[src/rtl/segment_to_character.sv]
// Loopback decoder for a multiplexed, active-low 7-segment bus.
// Synchronizes {an_in, seg_in}, waits for a stable pattern, then rebuilds the
// 4-bit character code of the selected digit and tracks frame completion.
// Optional feature: define SEG_ERR_COUNT_EN to add err_count/err_clr.
module segment_to_character #(
  parameter int unsigned NUM_DIGITS    = 4,
  parameter int unsigned STABLE_CYCLES = 16,
  parameter int unsigned CNT_W         = 5
) (
  input  logic                    clk,
  input  logic                    rst,
  input  logic [6:0]              seg_in,
  input  logic [NUM_DIGITS-1:0]   an_in,
`ifdef SEG_ERR_COUNT_EN
  input  logic                    err_clr,
  output logic [7:0]              err_count,
`endif
  output logic [4*NUM_DIGITS-1:0] char_out,
  output logic [NUM_DIGITS-1:0]   digit_valid,
  output logic                    code_err,
  output logic                    frame_done
);

  localparam int unsigned SW = NUM_DIGITS + 7;

  typedef enum logic {StWait, StHold} state_e;

  logic [SW-1:0]           sync1_q, sync2_q;
  logic [CNT_W-1:0]        cnt_q, cnt_d;
  state_e                  state_q, state_d;
  logic                    same, commit, one_hot, match;
  logic [3:0]              code;
  logic [NUM_DIGITS-1:0]   an_low, sel;
  logic [NUM_DIGITS-1:0]   seen_q, seen_d, valid_q, valid_d;
  logic [4*NUM_DIGITS-1:0] char_q, char_d;
  logic                    code_err_q, code_err_d, frame_done_q, frame_done_d;

  // sync1_q is the sample about to enter sync2_q; equality means "same again"
  assign same    = (sync1_q == sync2_q);
  assign commit  = (state_q == StWait) && same && (cnt_q == CNT_W'(STABLE_CYCLES - 1));
  assign an_low  = ~sync2_q[SW-1:7];
  assign one_hot = (an_low != '0) && ((an_low & (an_low - 1'b1)) == '0);
  assign sel     = one_hot ? an_low : '0;

  // Decode the synchronized segment pattern; unknown patterns yield 4'hF
  always_comb begin
    match = 1'b1;
    code  = 4'hF;
    unique case (sync2_q[6:0])
      7'b0000001: code = 4'd0;
      7'b0011000: code = 4'd1;
      7'b0110000: code = 4'd2;
      7'b1101010: code = 4'd3;
      7'b0110001: code = 4'd4;
      7'b1110001: code = 4'd5;
      7'b0100100: code = 4'd6;
      7'b1000010: code = 4'd7;
      7'b1100011: code = 4'd8;
      7'b1111010: code = 4'd9;
      7'b1111110: code = 4'd10;
      7'b1111111: code = 4'd11;
      default:    match = 1'b0;
    endcase
  end

  // Stability counter: count identical samples, saturate, restart on change
  always_comb begin
    cnt_d = cnt_q;
    if (!same) begin
      cnt_d = '0;
    end else if (cnt_q != CNT_W'(STABLE_CYCLES)) begin
      cnt_d = cnt_q + 1'b1;
    end
  end

  // FSM next state: one commit per stable run
  always_comb begin
    state_d = state_q;
    case (state_q)
      StWait:  if (commit) state_d = StHold;
      StHold:  if (!same)  state_d = StWait;
      default: state_d = StWait;
    endcase
  end

  // Slot, valid, frame and pulse updates on a single-digit commit
  always_comb begin
    char_d       = char_q;
    valid_d      = valid_q;
    seen_d       = seen_q;
    code_err_d   = 1'b0;
    frame_done_d = 1'b0;
    if (commit && one_hot) begin
      for (int i = 0; i < int'(NUM_DIGITS); i++) begin
        if (sel[i]) begin
          char_d[4*i +: 4] = code;
          valid_d[i]       = match;
        end
      end
      code_err_d = !match;
      if ((seen_q | sel) == '1) begin
        seen_d       = '0;
        frame_done_d = 1'b1;
      end else begin
        seen_d = seen_q | sel;
      end
    end
  end

  // State registers; reset leaves the synchronizer showing a dark display
  always_ff @(posedge clk) begin
    if (rst) begin
      sync1_q      <= '1;
      sync2_q      <= '1;
      cnt_q        <= '0;
      state_q      <= StWait;
      char_q       <= {NUM_DIGITS{4'hB}};
      valid_q      <= '0;
      seen_q       <= '0;
      code_err_q   <= 1'b0;
      frame_done_q <= 1'b0;
    end else begin
      sync1_q      <= {an_in, seg_in};
      sync2_q      <= sync1_q;
      cnt_q        <= cnt_d;
      state_q      <= state_d;
      char_q       <= char_d;
      valid_q      <= valid_d;
      seen_q       <= seen_d;
      code_err_q   <= code_err_d;
      frame_done_q <= frame_done_d;
    end
  end

  assign char_out    = char_q;
  assign digit_valid = valid_q;
  assign code_err    = code_err_q;
  assign frame_done  = frame_done_q;

`ifdef SEG_ERR_COUNT_EN
  logic [7:0] err_count_q;

  // Saturating error counter; clear beats a same-cycle increment
  always_ff @(posedge clk) begin
    if (rst || err_clr) begin
      err_count_q <= '0;
    end else if (code_err_q && (err_count_q != 8'hFF)) begin
      err_count_q <= err_count_q + 8'd1;
    end
  end

  assign err_count = err_count_q;
`endif

endmodule
[config.mk]
export PLATFORM = sky130hd
export DESIGN_NAME = segment_to_character
export DESIGN_NICKNAME = d
export VERILOG_FILES = /design/src/rtl/segment_to_character.sv
export SDC_FILE = /design/constraint.sdc
export NUM_CORES = 1
export LEC_CHECK = 0
export CAP_MARGIN = 20
export CORE_UTILIZATION = 50
export DETAILED_ROUTE_END_ITERATION = 7
export DONT_BUFFER_PORTS = 1
export MAX_ROUTING_LAYER = met4
export REMOVE_ABC_BUFFERS = 1
export SETUP_SLACK_MARGIN = 0.02
export SLEW_MARGIN = 20
export SYNTH_ARGS = -nofsm -noshare
export SYNTH_HDL_FRONTEND = slang
export SYNTH_SLANG_ARGS = --single-unit
[constraint.sdc]
create_clock -name clk -period 2.7 [get_ports clk]
set_clock_uncertainty 0.2 [all_clocks]
set_input_delay 0.27 -clock clk [delete_from_list [all_inputs] [get_ports clk]]
set_output_delay 0.27 -clock clk [all_outputs]
set_load 0.1 [all_outputs]
Word level (Yosys, flattened, before mapping) --
Index checks and enable logic that the tools add are counted.
Storage, ports and cells: bits in registers 54
Operators by class: add/sub/neg operators 2, equality and inequality tests 16, mux-type cells 8, bitwise gates (word level) 6, reductions and logical operators 14
Operators by type and width (number):
- 7-bit == test (second input constant) | 7
- 4-bit case mux with 12 select lines | 1
- 7-bit by 6-bit == test with 1-bit output (second input constant) | 3
- 12-bit OR reduction | 1
- 11-bit == test | 1
- 4-bit 2-to-1 mux | 2
- 2-bit AND reduction | 4
- 7-bit by 1-bit == test with 1-bit output (second input constant) | 1
- 7-bit by 5-bit == test with 1-bit output (second input constant) | 1
- 5-bit by 1-bit adder with 5-bit output (second input constant) | 1
- 5-bit by 4-bit == test with 1-bit output (second input constant) | 1
- 5-bit != test (second input constant) | 1
- 4-bit bitwise AND | 1
- 4-bit == test (second input constant) | 1
- 1-bit logical AND | 4
- 4-bit logical NOT | 1
- 1-bit 2-to-1 mux | 4
- 4-bit inverter | 1
- 4-bit OR | 1
- 4-bit nonzero test | 1
- 2-bit OR reduction | 2
- 4-bit by 1-bit subtractor with 4-bit output (second input constant) | 1
- 1-bit inverter | 3
- 1-bit case mux with 2 select lines | 1
- 1-bit logical NOT | 1

Longest topological paths before layout --
Gate-level depths: netlist (run 1).
depth in word-level cells 9, depth in mapped cells 8, depth with buffers taken out 7

Least setup slack after synthesis (run 1) --
OpenSTA, ideal clock, no wires.
path kind register to register, start register sync2_q[1], end register char_q[13], in the netlist char_out[13], data arrival time 1821 ps, slack 545 ps, stages on the path, launching flop included 7, buffers on the path 1, clock period less this slack 2155 ps, path through dfxtp_1 > buf_6 > or4b_4 > a2111oi_4 > nor3_2 > a31oi_1 > mux2i_1
Between the ends: longest elaborated chain between the ends 5, elaborated cells on any way between the ends 18
Ends and longest elaborated chain:
- start: declaration | RTL line 28 | logic [SW-1:0] sync1_q, sync2_q;
- start signal: assignment | RTL line 124 | sync2_q <= sync1_q;
- 11-bit == test | RTL line 39 | assign same = (sync1_q == sync2_q);
- 1-bit logical AND (2 in series) | RTL line 40 | assign commit = (state_q == StWait) && same && (cnt_q == CNT_W'(STABLE_CYCLES - 1));
- 1-bit logical AND | RTL line 93 | if (commit && one_hot) begin
- 2-bit AND reduction (no line)
- end signal: assignment | RTL line 117 | char_q <= {NUM_DIGITS{4'hB}};
- end signal: assignment | RTL line 127 | char_q <= char_d;
- end: declaration | RTL line 35 | logic [4*NUM_DIGITS-1:0] char_q, char_d;
Several ways; a longest one is shown, not always the timed one. A chain may end at the register's enable or synchronous reset.

Worst setup path after layout (run 1) --
start register sync2_q[0], end register valid_q[2], in the netlist digit_valid[2]
Between the ends: longest elaborated chain between the ends 5, elaborated cells on any way between the ends 19
Ends and longest elaborated chain:
- 11-bit == test | RTL line 39
- 1-bit logical AND (2 in series) | RTL line 40
- 1-bit logical AND | RTL line 93
- 2-bit AND reduction (no line)
- end signal: assignment | RTL line 128 | valid_q <= valid_d;
- end: declaration | RTL line 34 | logic [NUM_DIGITS-1:0] seen_q, seen_d, valid_q, valid_d;
Several ways; a longest one is shown, not always the timed one.

==> results of run 1 <==
-- per-layer routing --
metal	wire length, microns	track usage (%)	part of all wire [%]
met3	216	5.06	4.4
met2	2360	34.4	48
met5	0	-	0
met4	44	7.41	0.90
met1	2260	26.2	46
-- power groups by stage --
stage	Sequential (mW)	Clock (mW)	Combinational [mW]
after floorplan	0.848	0	0.0696
after global placement	0.851	0	0.0845
after detailed placement	0.853	0	0.0864
after CTS	0.834	0.544	0.109
after global routing	0.838	0.578	0.119
final	0.834	0.532	0.108
-- worst min path at each step --
stage	from	to	slack, ns	cells past startpoint
final	rst	frame_done	0.03	2
after global routing	rst	frame_done	0.04	2
after CTS	rst	frame_done	0.03	2
after detailed placement	rst	frame_done	0.15	1
after global placement	rst	frame_done	0.15	1
after floorplan	rst	frame_done	0.14	1
-- cells by family after synthesis --
family	share of synthesized area [%]
AND/OR/NAND/NOR	27.1
flip-flops	44.5
AO/OA/AOI/OAI	9.11
buffers and inverters	5.35
multiplexers	7.00
XOR/XNOR	5.40
adder cells (fa/ha/maj)	1.54
-- synthesized netlist by cell type (2+ instances only) --
library cell | instances | area share, %
nand2b_1 | 2 | 0.51
nand2_1 | 10 | 1.5
nor4b_1 | 2 | 0.72
mux2i_1 | 17 | 7.0
o311ai_0 | 4 | 1.4
and4b_2 | 2 | 0.93
or4bb_1 | 2 | 0.93
ha_1 | 3 | 1.5
nand3_1 | 4 | 0.82
nand4_1 | 2 | 0.51
nor3_2 | 6 | 2.5
xor2_1 | 13 | 4.7
o21a_1 | 4 | 1.2
nor2_1 | 23 | 3.6
inv_1 | 8 | 1.2
dfxtp_1 | 54 | 44
a21oi_1 | 4 | 0.82
buf_2 | 5 | 1.0
nand4b_1 | 5 | 1.8
o31ai_1 | 4 | 1.2
buf_6 | 4 | 1.9
or3_1 | 2 | 0.51
or2_2 | 23 | 5.9
clkbuf_1 | 7 | 1.1
a31oi_1 | 4 | 1.0
xnor2_1 | 2 | 0.72
or4_1 | 2 | 0.62
nor4_1 | 3 | 0.77
-- flip-flops by register name (all words and copies together), names as in the netlist --
name / count
char_out: 16
sync1_q: 11
sync2_q: 11
cnt_q: 5
digit_valid: 4
seen_q: 4
code_err: 1
frame_done: 1
state_q: 1
-- cell type report --
class	instances	area share (%)
Timing Repair Buffer	31	9.79
Clock buffer	6	2.60
Multi-Input combinational cell	161	43.8
Inverter	9	1.21
Clock inverter	2	1.35
Tap cell	54	2.42
Sequential cell	54	38.8
-- placed cells by master, fill, tap and decap left out, types with 2 or more instances in the layout --
| cell | instances |
|---|---|
| or4bb_1 | 2 |
| nand2b_1 | 2 |
| nand4b_1 | 5 |
| xnor2_1 | 2 |
| nand4_1 | 2 |
| and4b_2 | 2 |
| nor4b_1 | 2 |
| nand3_1 | 4 |
| xor2_1 | 13 |
| o31ai_1 | 4 |
| ha_1 | 3 |
| mux2i_1 | 17 |
| dlygate4sd3_1 | 11 |
| dfxtp_1 | 53 |
| nor4_1 | 3 |
| or4_1 | 2 |
| clkbuf_8 | 5 |
| nor3_2 | 6 |
| or2_2 | 23 |
| or3_1 | 2 |
| o311ai_0 | 4 |
| nor2_1 | 23 |
| a21oi_1 | 4 |
| a31oi_1 | 4 |
| o21a_1 | 4 |
| inv_1 | 8 |
| nand2_1 | 10 |
| buf_4 | 19 |
-- timing repair --
| action | 4_1_cts | 5_1_grt |
|---|---|---|
| setup endpoints to repair | 0 | 1 |
| resized for setup | 0 | 1 |
| hold buffers | 12 | 0 |
| hold endpoints to repair | 40 | 0 |
==> reports/metrics.yaml, run 1 <==
critical_path:
  reg2reg_depth: 5
  critPathMaxFanout: 10
  cp_num_buf_inv: 0
  critical_path_arrival_ns: 2.49
  path_class: "flip-flop to flip-flop"
  cp-start-kind: "flip-flop"
  cp.required_ns: 2.72
  slowest_stage: "or4_4"
  rrSetupSlack_ns: 0.23
  cp_top_family: "simple AND/OR/NAND/NOR gates"
  path_depth: 5
  worstPathCellList: "xor2_1 > nor4_4 > nand4_4 > or4_4 > o31ai_1"
  r2r-end: "digit_valid[2]"
  crit_end: "digit_valid[2]"
  critPathLaunch: "sync2_q[0]"
  endpoint_kind: "flip-flop"
  cp_slowest_stage_delay_ns: 0.62
  r2r-start: "sync2_q[0]"
power:
  clkPwrFrac_pct: 36.1
  ir_worst_vdd_v: 0.000236
  p_switching_mw: 0.333
  p_per_area_nw_per_um2: 529
  p_int_mw: 1.14
  combPwrFrac_pct: 7.3
  power.total_mw: 1.47
  leakage_nw: 0.985
  switching_share_pct: 22.6
  pwr-share-seq_pct: 56.6
floorplanning:
  rows: 25
  num_io_pins: 35
  die_area_sq_um: 5150
  die_y_microns: 71.7
  core_area_sq_um: 4690
  start_util_pct: 51.8
  fp.dieW_microns: 71.7
synth:
  syn_inst: 240
  synth-edff-count: 0
  synth.cell_area_sq_um: 2430
  synthFlopType: "dfxtp_1"
  ys_seq_area_share_pct: 44.5
  syn_avg_cell_area_sq_um: 10.1
  ys_types: 47
  yosysWarnings: 0
  ys_ff_latch: 54
  async_flop_share_pct: 0
layout:
  utilization_pct: 59.4
  final_cells: 317
  postLayoutCellArea_sq_um: 2790
  ff_latch_area_sq_um: 1080
  drive_above_1_share_pct: 25.9
  multi_input_area_sq_um: 1220
  fill_cells: 405
  nets: 278
  diodes: 0
  area_delta_synth_final_pct: 14.6
cts:
  cts-root-buf: "clkbuf_8"
  cts_buffer_depth: 2
  postCtsSetupBuffers: 0
  htreeDepth: 2
  cts_buffers: 5
  clkSinkCount: 54
  path_clk_slew_ns: 0.09
  clkLatencyLatePin_ns: 0.30
  cts_tree: "done"
route:
  via_per_inst: 5.62
  wire_per_inst_microns: 15.4
  drtIter0Drc: 101
  vias: 1782
  drc: 0
  dr.pass1.iters: 5
  ant_nets: 0
  wl_microns: 4890
sta:
  fin_crit_ns: 2.47
  whs_ns: 0.0318
  grt_setup_unrepaired: "no"
  finalHoldViolCount: 0
  slew_headroom_pct: 34.1
  finalMaxSlewViolations: 0
  fmax_mhz: 405
  fin_ws_ns: 0.229
  tightestPinTransition_ns: 0.987
  setup_viol: 0
  setup_tns_ns: 0
  finalCritPeriodShare_pct: 91.5
global_routing:
  grt_antenna_before_repair: 0
  overflow: 0
  track_usage_pct: 21.3
  grt_pass1_wl_microns: 8180
  grt_max_degree: 39
  grt_pass1_vias: 1723
placement:
  dp_hpwl_microns: 3470
  gp_congestion: 0.801
  dp.cells: 297
  io_buffers: 0
  pre_cts_ws_ns: 0.225
  placed_area_sq_um: 2540
flow_run:
  max-cap-violations: 0
status:
  outcome: "complete, no violations"
hold_path:
  min_path_type: "primary input to flip-flop"
(Power assumes the default switching activity.)
==> inputs of run 2 (changes only) <==
Clock period 2.7 ns to 3.2 ns, I/O delays scaled along.
==> run 2 against run 1 <==
Net effect: clock power fell by 15%; non-clock buffer count fell by 16; via count fell by 1.1%; fmax fell by 4.5%; sequential share of layout area rose by 1.7 points; design area fell by 4.4%; critical path depth did not move; worst setup slack improved by 0.38 ns.
==> reports/metrics.yaml, run 2 (synthesis gave the netlist of run 1 again) <==
status:
  outcome: "complete, no violations"
route:
  drtIter0Drc: 166
  wl_microns: 4990
  dr.pass1.iters: 5
  via_per_inst: 5.86
  wire_per_inst_microns: 16.6
  drc: 0
  vias: 1763
  ant_nets: 0
layout:
  final_common_cell: "dfxtp_1"
  largest_reg_flops: 16
  drive_above_1_share_pct: 19.8
  most-common-layout-cells: "dfxtp_1, or2_2, nor2_1"
  area_delta_synth_final_pct: 9.57
  diodes: 0
  nets: 262
floorplanning:
  fp.dieW_microns: 71.7
  core_area_sq_um: 4690
  die_y_microns: 71.7
  die_area_sq_um: 5150
  rows: 25
  start_util_pct: 51.8
  num_io_pins: 35
cts:
  clkLatencyLatePin_ns: 0.30
  cts_buffer_depth: 2
  cts-root-buf: "clkbuf_8"
  htreeDepth: 2
  clkSinkCount: 54
  cts_buffers: 5
  postCtsHoldBufs: 13
  path_clk_slew_ns: 0.10
  cts_tree: "done"
  postCtsSetupBuffers: 0
  ctsResizeCount: 0
power:
  leakage_nw: 0.898
  p_per_area_nw_per_um2: 468
  ir_worst_vdd_v: 0.000257
global_routing:
  grt_pass1_vias: 1732
  track_usage_pct: 21.2
  overflow: 0
  grt_max_degree: 33
  grt_pass1_wl_microns: 8220
  grt_antenna_before_repair: 0
critical_path:
  path_class: "flip-flop to flip-flop"
  critical_path_arrival_ns: 2.56
  critPathMaxFanout: 11
  slowest_stage: "dfxtp_1"
  cp_top_family: "compound AO/OA/AOI/OAI gates"
  r2r-start: "sync2_q[5]"
  cp-start-kind: "flip-flop"
  worstPathCellList: "or4bb_1 > a2111oi_2 > nor2_1 > a31oi_1 > mux2i_1"
  endpoint_kind: "flip-flop"
  cp.required_ns: 3.17
  critPathLaunch: "sync2_q[5]"
  cp_num_buf_inv: 0
  cp_slowest_stage_delay_ns: 0.57
flow_run:
  max-cap-violations: 0
sta:
  slew_headroom_pct: 31.9
  fmax_mhz: 387
  finalHoldViolCount: 0
  grt_setup_unrepaired: "no"
  tightestPinTransition_ns: 1.02
  setup_tns_ns: 0
  fin_ws_ns: 0.614
  fin_crit_ns: 2.59
  finalMaxSlewViolations: 0
  finalCritPeriodShare_pct: 80.8
  setup_viol: 0
hold_path:
  min_path_type: "primary input to flip-flop"
  min_from: "rst"
placement:
  dp_hpwl_microns: 3400
  gp_congestion: 0.811
  pre_cts_ws_ns: 0.616
  io_buffers: 0
-- run 2: changes by cell type in the layout (fill, tap and decap cells not counted) --
cell / change
buf_12: -1
buf_4: -18
clkbuf_1: -1
clkinvlp_4: +1
dfxtp_1: +1
dfxtp_2: -1
dlygate4sd3_1: +3
-- run 2: worst paths after layout --
check | endpoint | slack [ns] | cells past startpoint
worst max-delay path | char_out[8] | 0.61 | 5
worst min register to register | sync2_q[1] | 0.27 | 1
worst max register to register | char_out[8] | 0.61 | 5
worst min-delay path | char_out[3] | 0.01 | 2
-- run 2: report_power, final --
| group | internal (mW) | leakage, nW | switching (mW) |
|---|---|---|---|
| Clock | 0.233 | 0.0504 | 0.220 |
| Combinational | 0.0439 | 0.407 | 0.0453 |
| Sequential | 0.685 | 0.441 | 0.0205 |
| Total | 0.961 | 0.898 | 0.285 |
-- run 2: per-layer routing --
layer,wire (microns),part of all wire (%),vias to the layer above,global-route usage [%]
met4,53,1.1,0,6.54
li1,-,-,859,-
met3,306,6.1,9,4.92
met1,2210,44,828,26.3
met2,2420,48,67,34.3
met5,0,0,-,-
-- run 2: stage by stage --
stage               utilization (%)  instance area (sq um)  hold slack, ns  instances  power, mW
detailed placement             51.4                   2410           0.202        279      0.791
floorplan                         -                   2330           0.192        224      0.774
global route                   56.8                   2660         0.00372        301       1.30
finish                         56.8                   2660         0.00973        301       1.25
CTS                            56.6                   2650         0.00179        300       1.26
global placement               51.4                   2410           0.200        279      0.788
-- run 2: cell type report --
type | count | area (sq um)
fill | 401 | 2030
clock buffer | 5 | 68.8
timing repair buffer | 15 | 148
sequential | 54 | 1080
multi-input combinational | 161 | 1220
clock inverter | 3 | 45.0
inverter | 9 | 33.8
tap | 54 | 67.6
==> inputs of run 3 (changes only) <==
Settings changed: ABC_AREA set to 1.
Clock period 3.2 ns to 2.41 ns, I/O delays scaled along.
==> run 3 against run 2 <==
Net effect: die area rose by 4.6%; non-clock buffer count rose by 20; synthesized cell count up 45%; register-to-register slack got worse by 0.25 ns; sequential share of layout area decreased by 4.3 points; fmax is 27% higher; largest power group unchanged.
==> reports/metrics.yaml, run 3 <==
power:
  ir_worst_vdd_v: 0.000365
  leakage_nw: 1.55
  p_per_area_nw_per_um2: 534
  power.total_mw: 1.59
floorplanning:
  die_y_microns: 73.3
  fp.dieW_microns: 73.3
  core_area_sq_um: 4820
  rows: 25
  start_util_pct: 52.8
  num_io_pins: 35
  die_area_sq_um: 5380
sta:
  setup_tns_ns: 0
  slew_headroom_pct: 63.9
  fmax_mhz: 490
  fin_crit_ns: 2.04
  tightestPinTransition_ns: 0.540
  finalHoldViolCount: 0
  setup_viol: 0
  finalMaxSlewViolations: 0
  finalCritPeriodShare_pct: 84.7
  grt_setup_unrepaired: "no"
cts:
  path_clk_slew_ns: 0.10
  clkSinkCount: 54
  cts_buffer_depth: 2
  htreeDepth: 2
  cts-root-buf: "clkbuf_8"
  cts_buffers: 5
  postCtsSetupBuffers: 0
  clkLatencyLatePin_ns: 0.30
  cts_tree: "done"
synth:
  ys_seq_area_share_pct: 42.5
  async_flop_share_pct: 0
  synthTopCellsByArea: "dfxtp_1, nand2_1, nor2_1"
  yosys.area.top_type_share_pct: 42.5
  yosysTopAreaCell: "dfxtp_1"
  yosysWarnings: 0
  synth-edff-count: 0
  yosys.cell_count.top_type: "nand2_1"
  ys_types: 29
  syn_avg_cell_area_sq_um: 7.33
  synthTopCellsByCount: "nand2_1, dfxtp_1, nor2_1, inv_1, nand3_1"
  ys_ff_latch: 54
  syn_inst: 347
  synthFlopType: "dfxtp_1"
  synth.cell_area_sq_um: 2540
layout:
  drive_above_1_share_pct: 18.8
  final_cells: 451
  nets: 399
  diodes: 0
  fill_cells: 480
  area_delta_synth_final_pct: 17.1
  most-common-layout-cells: "nand2_1, dfxtp_1, nor2_1"
  utilization_pct: 61.9
  postLayoutCellArea_sq_um: 2980
  largest_reg_flops: 16
  final_common_cell: "nand2_1"
critical_path:
  cp.required_ns: 2.41
  path_class: "flip-flop to flip-flop"
  cp-start-kind: "flip-flop"
  critPathMaxFanout: 10
  critical_path_arrival_ns: 2.05
  endpoint_kind: "flip-flop"
route:
  dr.pass1.iters: 4
  wire_per_inst_microns: 11.0
  drtIter0Drc: 126
  vias: 2116
  ant_nets: 0
  via_per_inst: 4.69
  wl_microns: 4960
  drc: 0
placement:
  placed_area_sq_um: 2770
  io_buffers: 0
  dp.cells: 431
  dp_hpwl_microns: 3580
  gp_congestion: 0.875
status:
  outcome: "complete, no violations"
hold_path:
  min_path_type: "primary input to flip-flop"
global_routing:
  track_usage_pct: 20.3
  grt_antenna_before_repair: 0
  grt_pass1_wl_microns: 7970
  grt_pass1_vias: 1717
  overflow: 0
  grt_max_degree: 28
flow_run:
  max-cap-violations: 0
run 3: area by class of cell:
class                           count  area, sq um  share of cell area [%]
Clock inverter                      2         17.5                   0.588
Multi-Input combinational cell    243         1270                    42.5
Sequential cell                    54         1080                    36.3
Clock buffer                        6         72.6                    2.43
Inverter                           44          165                    5.54
Timing Repair Buffer               35          293                    9.82
Tap cell                           67         83.8                    2.81
run 3: cells by family (layout without fill, tap and decap cells):
kind of cell | after synthesis | count (layout) | share of synthesized area [%]
and+or+nand+nor | 230 | 230 | 45.0
buffers and inverters | 50 | 87 | 7.72
adders and majority gates | 3 | 3 | 1.48
DFF | 54 | 54 | 42.5
AOI/OAI and AO/OA | 4 | 4 | 0.934
xor gates and xnor gates | 6 | 6 | 2.36
run 3: repair_timing:
item	in CTS	in global routing
gates resized for setup	0	0
hold endpoints to repair	17	0
hold buffers	12	0
setup endpoints to repair	0	0
run 3: path summary, 6_finish.rpt:
kind	start	to	slack (ns)	depth (start not counted)
max	cnt_q[1]	seen_q[1]	0.37	9
min	rst	state_q	0.05	3
max reg2reg	cnt_q[1]	seen_q[1]	0.37	9
min reg2reg	sync1_q[8]	sync2_q[8]	0.25	2
run 3: where the power goes:
| group | internal (mW) | switching [mW] | leakage, nW |
|---|---|---|---|
| combinational | 0.0569 | 0.0982 | 1.07 |
| clock | 0.211 | 0.297 | 0.0458 |
| sequential | 0.909 | 0.0186 | 0.441 |
run 3: metrics by stage:
stage | hold WS, ns | setup WS [ns]
2_1_floorplan | 0.120 | 0.516
3_5_place_dp | 0.136 | 0.376
6_report | 0.0512 | 0.368
3_3_place_gp | 0.145 | 0.418
4_1_cts | 0.0540 | 0.365
5_1_grt | 0.0712 | 0.204
run 3: critical path: stages, from the launching register on:
cell     delay (ns)
dfxtp_1        0.39
ha_1           0.18
nand2_1        0.07
nor2_1         0.09
ha_1           0.16
nand2_1        0.13
nor2_8         0.27
nand3_4        0.17
o21ai_2        0.22
nor2_1         0.06
run 3: per-layer routing:
layer	part of all wire [%]	wire (microns)	GRT usage, %	vias to the layer above
li1	-	-	-	1136
met1	51	2520	27.7	922
met2	43	2160	30.0	53
met3	4.6	226	3.98	5
met4	1.2	58	6.84	0
met5	0	0	-	-
